===== src/rtl/adder_tree_layer.sv =====
`default_nettype none
// ============================================================================
// Module   : adder_tree_layer
// Purpose  : One adder-tree layer. Adds word pairs (odd word shifted left) and
//            passes a trailing odd word through. Optional middle and output
//            pipeline stages. Optional sideband bit delay line.
//            Define ADDER_TREE_LAYER_PARAM_CHECK_EN to enable parameter checks.
// Revision : 1.0 - initial release
// ============================================================================
module adder_tree_layer #(
    parameter int NUM_IN_WORDS        = 5,
    parameter int BITS_PER_IN_WORD    = 13,
    parameter int BITS_PER_OUT_WORD   = 15,
    parameter int SIGN_EXT            = 1,
    parameter int REGISTER_MIDDLE     = 0,
    parameter int REGISTER_OUTPUT     = 1,
    parameter int SHIFT               = 1,
    parameter int EXTRA_BIT_CONNECTED = 0,
    localparam int NUM_OUT_WORDS      = NUM_IN_WORDS / 2 + NUM_IN_WORDS % 2
) (
    input  logic                                        clk,
    input  logic                                        rst,
    input  logic [NUM_IN_WORDS*BITS_PER_IN_WORD-1:0]    in_words,
    output logic [NUM_OUT_WORDS*BITS_PER_OUT_WORD-1:0]  out_words,
    input  logic                                        extra_bit_in,
    output logic                                        extra_bit_out
);

    localparam int c_NUM_PAIRS = NUM_IN_WORDS / 2;
    localparam int c_LATENCY   = REGISTER_MIDDLE + REGISTER_OUTPUT;
    localparam int c_LO_BITS   = BITS_PER_OUT_WORD / 2;
    localparam int c_HI_BITS   = BITS_PER_OUT_WORD - c_LO_BITS;

    logic [BITS_PER_OUT_WORD-1:0]               w_ext [NUM_IN_WORDS];
    logic [NUM_OUT_WORDS*BITS_PER_OUT_WORD-1:0] w_mid;
    logic                                       w_unused_inputs;

    // Some configurations leave rst or extra_bit_in without a load.
    assign w_unused_inputs = ^{extra_bit_in, rst};

    for (genvar k = 0; k < NUM_IN_WORDS; k++) begin : g_ext
        if (SIGN_EXT != 0) begin : g_sign
            assign w_ext[k] = BITS_PER_OUT_WORD'($signed(in_words[k*BITS_PER_IN_WORD +: BITS_PER_IN_WORD]));
        end else begin : g_zero
            assign w_ext[k] = BITS_PER_OUT_WORD'(in_words[k*BITS_PER_IN_WORD +: BITS_PER_IN_WORD]);
        end
    end

    for (genvar i = 0; i < c_NUM_PAIRS; i++) begin : g_pair
        logic [BITS_PER_OUT_WORD-1:0] w_a;
        logic [BITS_PER_OUT_WORD-1:0] w_b;

        assign w_a = w_ext[2*i];
        assign w_b = w_ext[2*i+1] << SHIFT;

        if (REGISTER_MIDDLE != 0) begin : g_split
            logic [c_LO_BITS:0]   w_lo_sum;
            logic [c_HI_BITS-1:0] w_hi_sum;
            logic [c_LO_BITS-1:0] r_lo;
            logic                 r_carry;
            logic [c_HI_BITS-1:0] r_hi_a;
            logic [c_HI_BITS-1:0] r_hi_b;

            assign w_lo_sum = {1'b0, w_a[c_LO_BITS-1:0]} + {1'b0, w_b[c_LO_BITS-1:0]};

            always_ff @(posedge clk) begin
                if (rst) begin
                    r_lo    <= '0;
                    r_carry <= 1'b0;
                    r_hi_a  <= '0;
                    r_hi_b  <= '0;
                end else begin
                    r_lo    <= w_lo_sum[c_LO_BITS-1:0];
                    r_carry <= w_lo_sum[c_LO_BITS];
                    r_hi_a  <= w_a[BITS_PER_OUT_WORD-1:c_LO_BITS];
                    r_hi_b  <= w_b[BITS_PER_OUT_WORD-1:c_LO_BITS];
                end
            end

            // Upper half completes the sum; carry-out of the top bit is dropped.
            assign w_hi_sum = r_hi_a + r_hi_b + c_HI_BITS'(r_carry);
            assign w_mid[i*BITS_PER_OUT_WORD +: BITS_PER_OUT_WORD] = {w_hi_sum, r_lo};
        end else begin : g_direct
            assign w_mid[i*BITS_PER_OUT_WORD +: BITS_PER_OUT_WORD] = w_a + w_b;
        end
    end

    if (NUM_IN_WORDS % 2 != 0) begin : g_odd
        if (REGISTER_MIDDLE != 0) begin : g_odd_reg
            logic [BITS_PER_OUT_WORD-1:0] r_odd;

            always_ff @(posedge clk) begin
                if (rst) begin
                    r_odd <= '0;
                end else begin
                    r_odd <= w_ext[NUM_IN_WORDS-1];
                end
            end

            assign w_mid[c_NUM_PAIRS*BITS_PER_OUT_WORD +: BITS_PER_OUT_WORD] = r_odd;
        end else begin : g_odd_direct
            assign w_mid[c_NUM_PAIRS*BITS_PER_OUT_WORD +: BITS_PER_OUT_WORD] = w_ext[NUM_IN_WORDS-1];
        end
    end

    if (REGISTER_OUTPUT != 0) begin : g_out_reg
        logic [NUM_OUT_WORDS*BITS_PER_OUT_WORD-1:0] r_out;

        always_ff @(posedge clk) begin
            if (rst) begin
                r_out <= '0;
            end else begin
                r_out <= w_mid;
            end
        end

        assign out_words = r_out;
    end else begin : g_out_comb
        assign out_words = w_mid;
    end

    if ((EXTRA_BIT_CONNECTED != 0) && (c_LATENCY > 0)) begin : g_extra_pipe
        logic [c_LATENCY-1:0] r_extra;

        always_ff @(posedge clk) begin
            if (rst) begin
                r_extra <= '0;
            end else begin
                r_extra <= (r_extra << 1) | c_LATENCY'(extra_bit_in);
            end
        end

        assign extra_bit_out = r_extra[c_LATENCY-1];
    end else if (EXTRA_BIT_CONNECTED != 0) begin : g_extra_comb
        assign extra_bit_out = extra_bit_in;
    end else begin : g_extra_off
        assign extra_bit_out = 1'b0;
    end

`ifdef ADDER_TREE_LAYER_PARAM_CHECK_EN
    if ((BITS_PER_OUT_WORD < BITS_PER_IN_WORD) || (NUM_IN_WORDS < 2)) begin : g_param_check
        always @(posedge clk) begin
            $error("adder_tree_layer: illegal parameters NUM_IN_WORDS=%0d BITS_PER_IN_WORD=%0d BITS_PER_OUT_WORD=%0d",
                   NUM_IN_WORDS, BITS_PER_IN_WORD, BITS_PER_OUT_WORD);
            $stop;
        end
    end
`endif

endmodule
`default_nettype wire


===== config.mk =====
export PLATFORM = sky130hd
export DESIGN_NAME = adder_tree_layer
export DESIGN_NICKNAME = d
export VERILOG_FILES = /design/src/rtl/adder_tree_layer.sv
export SDC_FILE = /design/constraint.sdc
export NUM_CORES = 1
export LEC_CHECK = 0
export ABC_AREA = 1
export BUFFER_PORTS_ARGS = -buffer_cell sky130_fd_sc_hd__clkbuf_2
export CORE_MARGIN = 1
export CORE_UTILIZATION = 45
export DETAILED_ROUTE_END_ITERATION = 8
export MAX_ROUTING_LAYER = met4
export PLACE_DENSITY = 0.76
export SYNTH_ARGS = -nofsm -noshare
export SYNTH_HDL_FRONTEND = slang
export SYNTH_SLANG_ARGS = --single-unit

===== constraint.sdc =====
create_clock -name clk -period 1.5 [get_ports clk]
set_input_delay 0.075 -clock clk [delete_from_list [all_inputs] [get_ports clk]]
set_output_delay 0.075 -clock clk [all_outputs]
set_load 0.1 [all_outputs]

==> flow_summary_export.csv, run 1 <==
group,metric,value,unit
outcome,status,"completed",
logic_synthesis,netlist_area,0.002705,mm²
setup_path,path_cells,"clkbuf_2 > ha_1 > inv_1 > fa_1 > inv_1 > nand3_1 > nand3_1 > nand3_1 > nand3_1 > nand2_1 > inv_1 > nor2_1",
die,start_util,47.95,%
global_route,grt_pass1_vias,2436,
cells_and_area,nets,650,
logic_synthesis,synth_top_area_share,31.82,%
die,pin_count,114,
logic_synthesis,synth_warnings,0,
die,coreArea,0.005642,mm²
routing,wl,6.236,mm
routing,ant_nets,0,
placement,place_congestion,0.9011,
cts,max-clock-path-buffers,2,
power_and_ir_drop,ir_drop,0.7938,mV
cts,path_clk_slew,0.09,ns
placement,dp_hpwl,4.918,mm
routing,drcViolationCount,0,
logic_synthesis,yosysTopAreaCell,"dfxtp_1",
setup_path,max_stage_delay,0.39,ns
timing,max_slew.worst_pin.slew,0.5613,ns
timing,fmax,818.5,MHz
timing,period_share,81.45,%
cells_and_area,diodes,0,
cts,ctsResizeCount,0,
routing,drt_iter0_markers,83,
logic_synthesis,async_reset_ff_share,0,%
global_route,grt.met1_usage,25.73,%
placement,io_buffers,111,
setup_path,cp.arrival,1.42,ns
cts,cts_tree,"done",
setup_path,cp_common_cell,"nand3_1",
timing,relSlewSlack,62.74,%
setup_path,start_kind,"input port",
logic_synthesis,ys_ff_latch,43,
cts,cts_made_buffers,5,
job,maxCapViolCount,0,
cts,cts_root_buf,"clkbuf_8",
die,fp.dieW,79.53,µm
logic_synthesis,synth_most_common_cell,"nand2_1",
global_route,grt_use_total,20.90,%
routing,viasPerCell,4.553,
global_route,grt_busiest_layer,"met2",
timing,fin_crit,1.222,ns
logic_synthesis,ys_types,23,
logic_synthesis,synth_edf_count,0,
global_route,grt_pass1_wl,10.26,mm
logic_synthesis,ys_top_cells_by_count,"nand2_1, inv_1, nor2_1",
logic_synthesis,synthCells,423,
timing,rsz0062_at_grt,"false",
timing,setup_viol,0,
routing,wire_per_inst,9.946,µm
worst_hold_path,hold_path.class,"input port to flip-flop",
logic_synthesis,synth_area_leaders,"dfxtp_1, nand2_1, ha_1",
setup_path,path_max_fanout,3,
setup_path,critPathSlowestCell,"fa_1",
routing,vias,2855,
timing,slew_viol_final,0,
timing,timing_hold_violations_final,0,
setup_path,crit_type,"input port to flip-flop",
logic_synthesis,avgSynthCellArea,6.395,µm²
power_and_ir_drop,cellLeakagePower,2.204,nW
logic_synthesis,seq_area_frac_synth,31.82,%
global_route,globalRouteOverflowTotal,0,
global_route,antenna_found_initial,0,
logic_synthesis,syn-num-nets,519,
power_and_ir_drop,p_per_area,1042,mW/mm²
die,num_rows,27,
cells_and_area,utilization,63.50,%
global_route,grt_start_max_net_pins,24,
cells_and_area,nFillCells,509,
placement,post-place-ws,-0.03276,ns
cts,htreeDepth,2,
timing,fin_ws,0.2782,ns
die,die_y,79.53,µm
logic_synthesis,synth_ff_type,"dfxtp_1",
routing,drtPass1Iterations,4,
global_route,gr-usage-met2,33.93,%
setup_path,end_kind,"flip-flop",
die,die_area,0.006325,mm²
cells_and_area,synthToLayoutAreaGrowth,32.42,%
global_route,use_met3,4.914,%
setup_path,required,1.70,ns
cts,clock_sinks,43,
cells_and_area,largest_reg_flops,43,
cells_and_area,layout-drive-gt1-share,25.41,%
==> what timing repair did <==
item	in CTS	in global routing
setup endpoints to repair	0	0
hold buffers	14	0
hold endpoints to repair	14	0
setup buffers	0	0
==> through the flow <==
step                instances  power, W  setup TNS, ns  cell area (µm²)  hold WS (ns)
floorplan                 423  0.002644              0             2705        0.1820
global placement          605  0.002947       -0.01003             3349        0.2702
detailed placement        605  0.002963       -0.03421             3349        0.2739
CTS                       627  0.003772              0             3582      0.007555
global route              627  0.003957              0             3582      0.005964
finish                    627  0.003731              0             3582       0.01048
==> layer usage <==
layer	part of all wire [%]	vias up	routed length [µm]
li1	-	1529	-
met5	0	-	0
met4	1.0	0	65
met1	48	1228	3012
met2	44	94	2756
met3	6.4	4	401
==> final timing paths <==
path / to / startpoint / cells past startpoint / slack [ns]
setup / recovery: out_words[28] / in_words[27] / 12 / 0.28
hold / removal: out_words[0] / in_words[0] / 3 / 0.01
==> cell type report <==
type | count | area, µm² | area share [%]
clock buffers | 5 | 68.82 | 1.921
clock inverters | 3 | 23.77 | 0.6636
inverters | 86 | 322.8 | 9.012
multi-input cells | 287 | 1475 | 41.18
flip-flops and latches | 43 | 860.8 | 24.03
well taps | 72 | 90.09 | 2.515
repair buffers | 131 | 740.7 | 20.68
==> placed cells by master, fill, tap and decap left out, types with 3 or more instances in the layout <==
master / netlist / layout
nand2_1: 121 / 121
dfxtp_1: 43 / 43
nand3_1: 20 / 20
inv_1: 86 / 86
and2_1: 3 / 3
ha_1: 26 / 26
buf_4: 3 / 6
o21ai_0: 7 / 7
nand2_2: 8 / 8
nor2_1: 63 / 63
nor2_2: 4 / 4
a21oi_1: 24 / 24
clkbuf_2: 0 / 111
dlygate4sd3_1: 0 / 14
clkbuf_8: 0 / 5
==> critical path, delay by kind of cell <==
family	cells	cell delay [ns]
buf+inv	4	0.29
fa+ha+maj	2	0.59
simple gates	6	0.47
==> kinds of logic (layout without fill, tap and decap cells) <==
logic type	count (synthesis)	in the layout	share of synthesized area (%)
AOI/OAI and AO/OA	33	33	6.337
DFF	43	43	31.82
buffers and inverters	93	225	13.64
and+or+nand+nor	225	225	34.55
adders and majority gates	28	28	13.51
other	1	1	0.1386
==> where the power goes <==
group	internal, W	total (W)	leakage [nW]	switching (W)
clock	0.000333	0.000762	0.0408	0.000428
combinational	0.000393	0.00169	1.80	0.00130
sequential	0.00125	0.00128	0.359	0.0000314
No activity file was read; power rests on OpenSTA's default activity.
==> run 2: changes to the inputs <==
- clock period: 1.5 -> 1.3 ns (I/O delays scaled with it)
==> run 2 against run 1 <==
Design area is 2.9% higher. Flip-flop and latch count stayed put. Power is 25% higher. Critical path depth stayed put. Sequential power is 15% higher. Clock power is 60% higher. Global-route usage is 0.19 points higher. First-iteration DRC count is 2.4% higher. Sequential share of layout area is 0.64 points lower. Routed wire length is 3.7% higher.
==> flow_summary_export.csv, run 2 (synthesized netlist as in run 1, its figures left out) <==
group,metric,value,unit
outcome,status,"completed",
timing,period_share,89.14,%
routing,drtPass1Iterations,4,
die,num_rows,27,
cells_and_area,layout-drive-gt1-share,26.33,%
routing,ant_nets,0,
cells_and_area,diodes,0,
power_and_ir_drop,pwr-share-comb,42.4,%
routing,met2_wirelength,2.969,mm
cells_and_area,synthToLayoutAreaGrowth,36.26,%
power_and_ir_drop,p_total,0.004675,W
cells_and_area,nFillCells,500,
job,maxCapViolCount,0,
die,fp.dieW,79.53,µm
cts,path_clk_slew,0.08,ns
cts,cts_root_buf,"clkbuf_8",
setup_path,required,1.49,ns
cells_and_area,final_area,0.003686,mm²
timing,slew_viol_final,0,
cts,max-clock-path-buffers,2,
timing,timing.hold.ws,0.1093,ns
setup_path,start_kind,"input port",
power_and_ir_drop,p_seq_share,31.5,%
power_and_ir_drop,pwr-share-clk,26.1,%
setup_path,crit_type,"input port to flip-flop",
setup_path,cp.arrival,1.35,ns
timing,fin_ws,0.1411,ns
cells_and_area,mostFrequentLayoutCell,"nand2_1",
routing,vias,2802,
routing,wl_met3,465,µm
setup_path,path_cells,"clkbuf_2 > ha_1 > inv_1 > fa_1 > inv_1 > nand3_1 > nand3_2 > nand3_1 > nand3_1 > nand2_1 > inv_1 > nor2_1",
power_and_ir_drop,p_sw,0.001991,W
global_route,grt_use_total,21.09,%
cells_and_area,largest_reg_flops,43,
die,die_y,79.53,µm
global_route,grt_pass1_wl,10.41,mm
routing,wl,6.464,mm
timing,fmax,862.9,MHz
global_route,antenna_found_initial,0,
global_route,grt_start_max_net_pins,24,
power_and_ir_drop,ir_drop,0.7590,mV
routing,drcViolationCount,0,
global_route,grt_pass1_vias,2508,
routing,drt_iter0_markers,85,
die,start_util,47.95,%
power_and_ir_drop,p_per_area,1268,mW/mm²
die,die_area,0.006325,mm²
cts,cts_tree,"done",
routing,viasPerCell,4.420,
setup_path,max_stage_delay,0.40,ns
timing,rsz0062_at_grt,"false",
routing,wire_per_inst,10.20,µm
placement,place_congestion,0.8910,
setup_path,path_max_fanout,3,
power_and_ir_drop,cellLeakagePower,2.267,nW
routing,top_layer,"met4",
placement,placed_cell_area,0.003403,mm²
cts,post_cts_buffers,0,
cells_and_area,nets,657,
timing,max_slew.worst_pin.slew,0.5545,ns
timing,setup_tns,0,ns
cells_and_area,final_cell_mix,"nand2_1, clkbuf_2, inv_1, nor2_1, dfxtp_1",
global_route,globalRouteOverflowTotal,0,
power_and_ir_drop,p_int,0.002683,W
die,pin_count,114,
cts,clock_sinks,43,
power_and_ir_drop,swShare,42.60,%
setup_path,end_kind,"flip-flop",
placement,post-place-ws,-0.1576,ns
placement,io_buffers,111,
timing,timing_hold_violations_final,0,
placement,dp_hpwl,5.045,mm
timing,fin_crit,1.159,ns
die,coreArea,0.005642,mm²
timing,relSlewSlack,63.19,%
routing,wl_met1,2.994,mm
setup_path,critPathSlowestCell,"fa_1",
cts,htreeDepth,2,
timing,setup_viol,0,
worst_hold_path,hold_path.class,"input port to flip-flop",
cts,cts_made_buffers,5,
run 2: cell count changes in the layout (fill, tap and decap cells not counted):
| cell | previous run | this run |
|---|---|---|
| buf_4 | 6 | 13 |
| bufinv_16 | 0 | 2 |
| clkinvlp_4 | 2 | 0 |
| clkbuf_1 | 0 | 1 |
| clkbuf_2 | 111 | 110 |
| dfxtp_1 | 43 | 42 |
| dfxtp_2 | 0 | 1 |
| dlygate4sd3_1 | 14 | 15 |
| inv_6 | 1 | 0 |
| nand3_1 | 20 | 19 |
| nand3_2 | 2 | 3 |
run 2: through the flow:
stage / instances / utilization [%]
after floorplan: 423 / -
after global placement: 611 / 60.32
after detailed placement: 611 / 60.32
after CTS: 634 / 65.34
after global routing: 634 / 65.34
final: 634 / 65.34
run 2: final cells by class:
type / instances / area [µm²] / area share (%)
clock inverters: 2 / 60.06 / 1.629
clock buffers: 6 / 72.57 / 1.969
multi-input cells: 287 / 1480 / 40.16
well taps: 72 / 90.09 / 2.444
repair buffers: 138 / 798.3 / 21.66
inverters: 86 / 322.8 / 8.758
flip-flops and latches: 43 / 862.1 / 23.39
run 2: final timing paths:
path / startpoint / to / cells after the start
hold / removal: in_words[13] / out_words[1] / 4
setup / recovery: in_words[27] / out_words[28] / 12
run 2: critical path: cells and delay by family:
| kind | cells | cell delay [ns] |
|---|---|---|
| AND/OR/NAND/NOR | 6 | 0.44 |
| buffers and inverters | 4 | 0.28 |
| adder cells (fa/ha/maj) | 2 | 0.56 |
run 2: routing by layer:
metal / GRT usage (%) / vias to the layer above
met4: 4.909 / 0
li1: - / 1538
met2: 35.30 / 88
met3: 5.029 / 2
met5: - / -
met1: 25.51 / 1174
run 2: power by group through the flow:
stage / registers [W] / clock network [W] / logic, W
floorplan: 0.00240 / 0 / 0.000655
global placement: 0.00151 / 0 / 0.00192
detailed placement: 0.00150 / 0 / 0.00194
CTS: 0.00148 / 0.00127 / 0.00198
global route: 0.00149 / 0.00131 / 0.00213
finish: 0.00147 / 0.00122 / 0.00198
run 2: repair_timing:
action	in CTS	in global routing
hold buffers	15	0
resized for setup	0	0
hold endpoints to repair	15	0
==> run 3: changes to the inputs <==
- BUFFER_PORTS_ARGS: -buffer_cell sky130_fd_sc_hd__clkbuf_2 -> default
- CORE_MARGIN: 1 -> 2
- DONT_BUFFER_PORTS: default -> 1
- PLACE_DENSITY: 0.76 -> default
- clock period: 1.3 -> 1.1 ns (I/O delays scaled with it)
==> run 3 against run 2 <==
Final cell count fell by 7.4%. Critical path type is now flip-flop to output pin. Sequential share of layout area rose by 0.44 points. Count of clock-buffer cells in the layout did not move.
==> flow_summary_export.csv, run 3 (synthesized netlist as in run 1, its figures left out) <==
group,metric,value,unit
power_and_ir_drop,cellLeakagePower,2.090,nW
setup_path,required,1.04,ns
setup_path,critPathSlowestCell,"dfxtp_2",
cts,clock_sinks,43,
setup_path,cp_num_cells,1,
power_and_ir_drop,p_per_area,1439,mW/mm²
setup_path,max_stage_delay,0.36,ns
cells_and_area,final_cell_mix,"nand2_1, inv_1, buf_4, nor2_1, dfxtp_1",
global_route,antenna_found_initial,0,
setup_path,crit_path_start,"out_words[42]",
global_route,grt_use_total,19.06,%
global_route,grt_pass1_vias,2410,
cells_and_area,layout-drive-gt1-share,20.51,%
cells_and_area,synthToLayoutAreaGrowth,33.77,%
cells_and_area,diodes,0,
placement,place_congestion,0.8294,
timing,relSlewSlack,51.64,%
global_route,gr-usage-met2,37.30,%
cts,cts_made_buffers,5,
cells_and_area,largest_reg_flops,43,
placement,io_buffers,0,
cts,post_cts_buffers,0,
setup_path,start_kind,"flip-flop",
job,maxCapViolCount,0,
routing,wire_per_inst,10.27,µm
global_route,use_met3,3.187,%
placement,post-place-ws,-0.1142,ns
cts,htreeDepth,2,
worst_hold_path,hold_path.class,"input port to flip-flop",
routing,drtPass1Iterations,4,
routing,drt_iter0_markers,61,
global_route,grt_start_max_net_pins,21,
setup_path,end_kind,"output pin",
die,fp.dieW,81.53,µm
cells_and_area,seqCellArea,862.1,µm²
routing,ant_nets,0,
global_route,grt_pass1_wl,9.687,mm
die,coreArea,0.005851,mm²
timing,fin_crit,1.030,ns
setup_path,critical-path-top-delay-family,"flip-flops",
setup_path,path_buf_inv,1,
cells_and_area,nets,607,
routing,drcViolationCount,0,
cells_and_area,multi_input_area,0.001520,mm²
timing,fmax,971.0,MHz
timing,setup_viol,0,
timing,max_slew.worst_pin.slew,0.7254,ns
setup_path,crit_end,"out_words[42]",
die,num_rows,28,
timing,rsz0062_at_grt,"false",
die,die_y,81.53,µm
cts,max-clock-path-buffers,2,
routing,vias,2702,
timing,fin_ws,0.07014,ns
placement,dp_hpwl,4.822,mm
die,start_util,46.24,%
cts,cts_root_buf,"clkbuf_8",
die,die_area,0.006647,mm²
power_and_ir_drop,ir_drop,0.7539,mV
routing,viasPerCell,4.603,
setup_path,cp.arrival,0.97,ns
timing,period_share,93.62,%
global_route,grt_busiest_layer,"met2",
global_route,grt.met1_usage,19.55,%
routing,wl,6.027,mm
setup_path,path_max_fanout,3,
timing,timing_hold_violations_final,0,
cells_and_area,mostFrequentLayoutCell,"nand2_1",
cts,cts_tree,"done",
setup_path,path_cells,"buf_12",
global_route,globalRouteOverflowTotal,0,
die,pin_count,114,
cells_and_area,nFillCells,569,
power_and_ir_drop,p_total,0.005207,W
outcome,status,"completed",
timing,slew_viol_final,0,
setup_path,crit_type,"flip-flop to output pin",
cts,path_clk_slew,0.08,ns
==> run 3: cell count changes in the layout (fill, tap and decap cells not counted), sizes merged <==
cell	previous run	this run
clkbuf	116	6
buf	13	70
bufinv	2	0
dlygate4sd3	15	17
clkinv	0	1
clkinvlp	0	1
dlymetal6s4s	0	1
==> run 3: worst min-delay path, delay by kind of cell <==
family                     cells  cell delay, ns
adders and majority gates      1            0.19
buffers and inverters          1            0.05
and+or+nand+nor                1            0.04
==> run 3: layout make-up <==
cell class	count	area share (%)
tap	75	2.593
clock buffer	6	2.282
inverter	86	8.921
multi-input combinational	287	42.01
sequential	43	23.82
clock inverter	2	0.4495
timing repair buffer	88	19.92
==> run 3: where the power goes <==
| group | internal [W] | switching, W |
|---|---|---|
| logic | 0.000658 | 0.00175 |
| clock network | 0.000513 | 0.000545 |
| registers | 0.00170 | 0.0000390 |
| total | 0.00287 | 0.00234 |
==> run 3: metrics by stage <==
step                      instances  utilization, %  TNS (ns)  hold WS [ns]  cell area [µm²]
after global placement          561           57.04   -0.8416        0.1211             3337
after global routing            587           61.85         0       0.08849             3618
after CTS                       587           61.81         0       0.07302             3616
final                           587           61.85         0       0.08611             3618
after detailed placement        561           57.04    -1.074        0.1232             3337
after floorplan                 423               -  -0.06317        0.1546             2751
==> run 3: worst min-delay path by stage <==
| stage | to | startpoint | depth (start not counted) |
|---|---|---|---|
| 2_1_floorplan | out_words[42] | in_words[64] | 2 |
| 6_report | out_words[2] | in_words[14] | 3 |
| 5_1_grt | out_words[2] | in_words[14] | 3 |
| 3_3_place_gp | out_words[42] | rst | 1 |
| 4_1_cts | out_words[2] | in_words[14] | 3 |
| 3_5_place_dp | out_words[42] | rst | 1 |
==> run 3: what timing repair did <==
item / in CTS / in global routing
hold endpoints to repair: 20 / 0
resized for setup: 0 / 1
hold buffers: 18 / 0
setup endpoints to repair: 0 / 3
==> run 3: metal layers <==
layer | vias up | share of wire [%]
li1 | 1440 | -
met3 | 4 | 5.5
met5 | - | 0
met1 | 1188 | 41
met2 | 70 | 53
met4 | 0 | 0.70
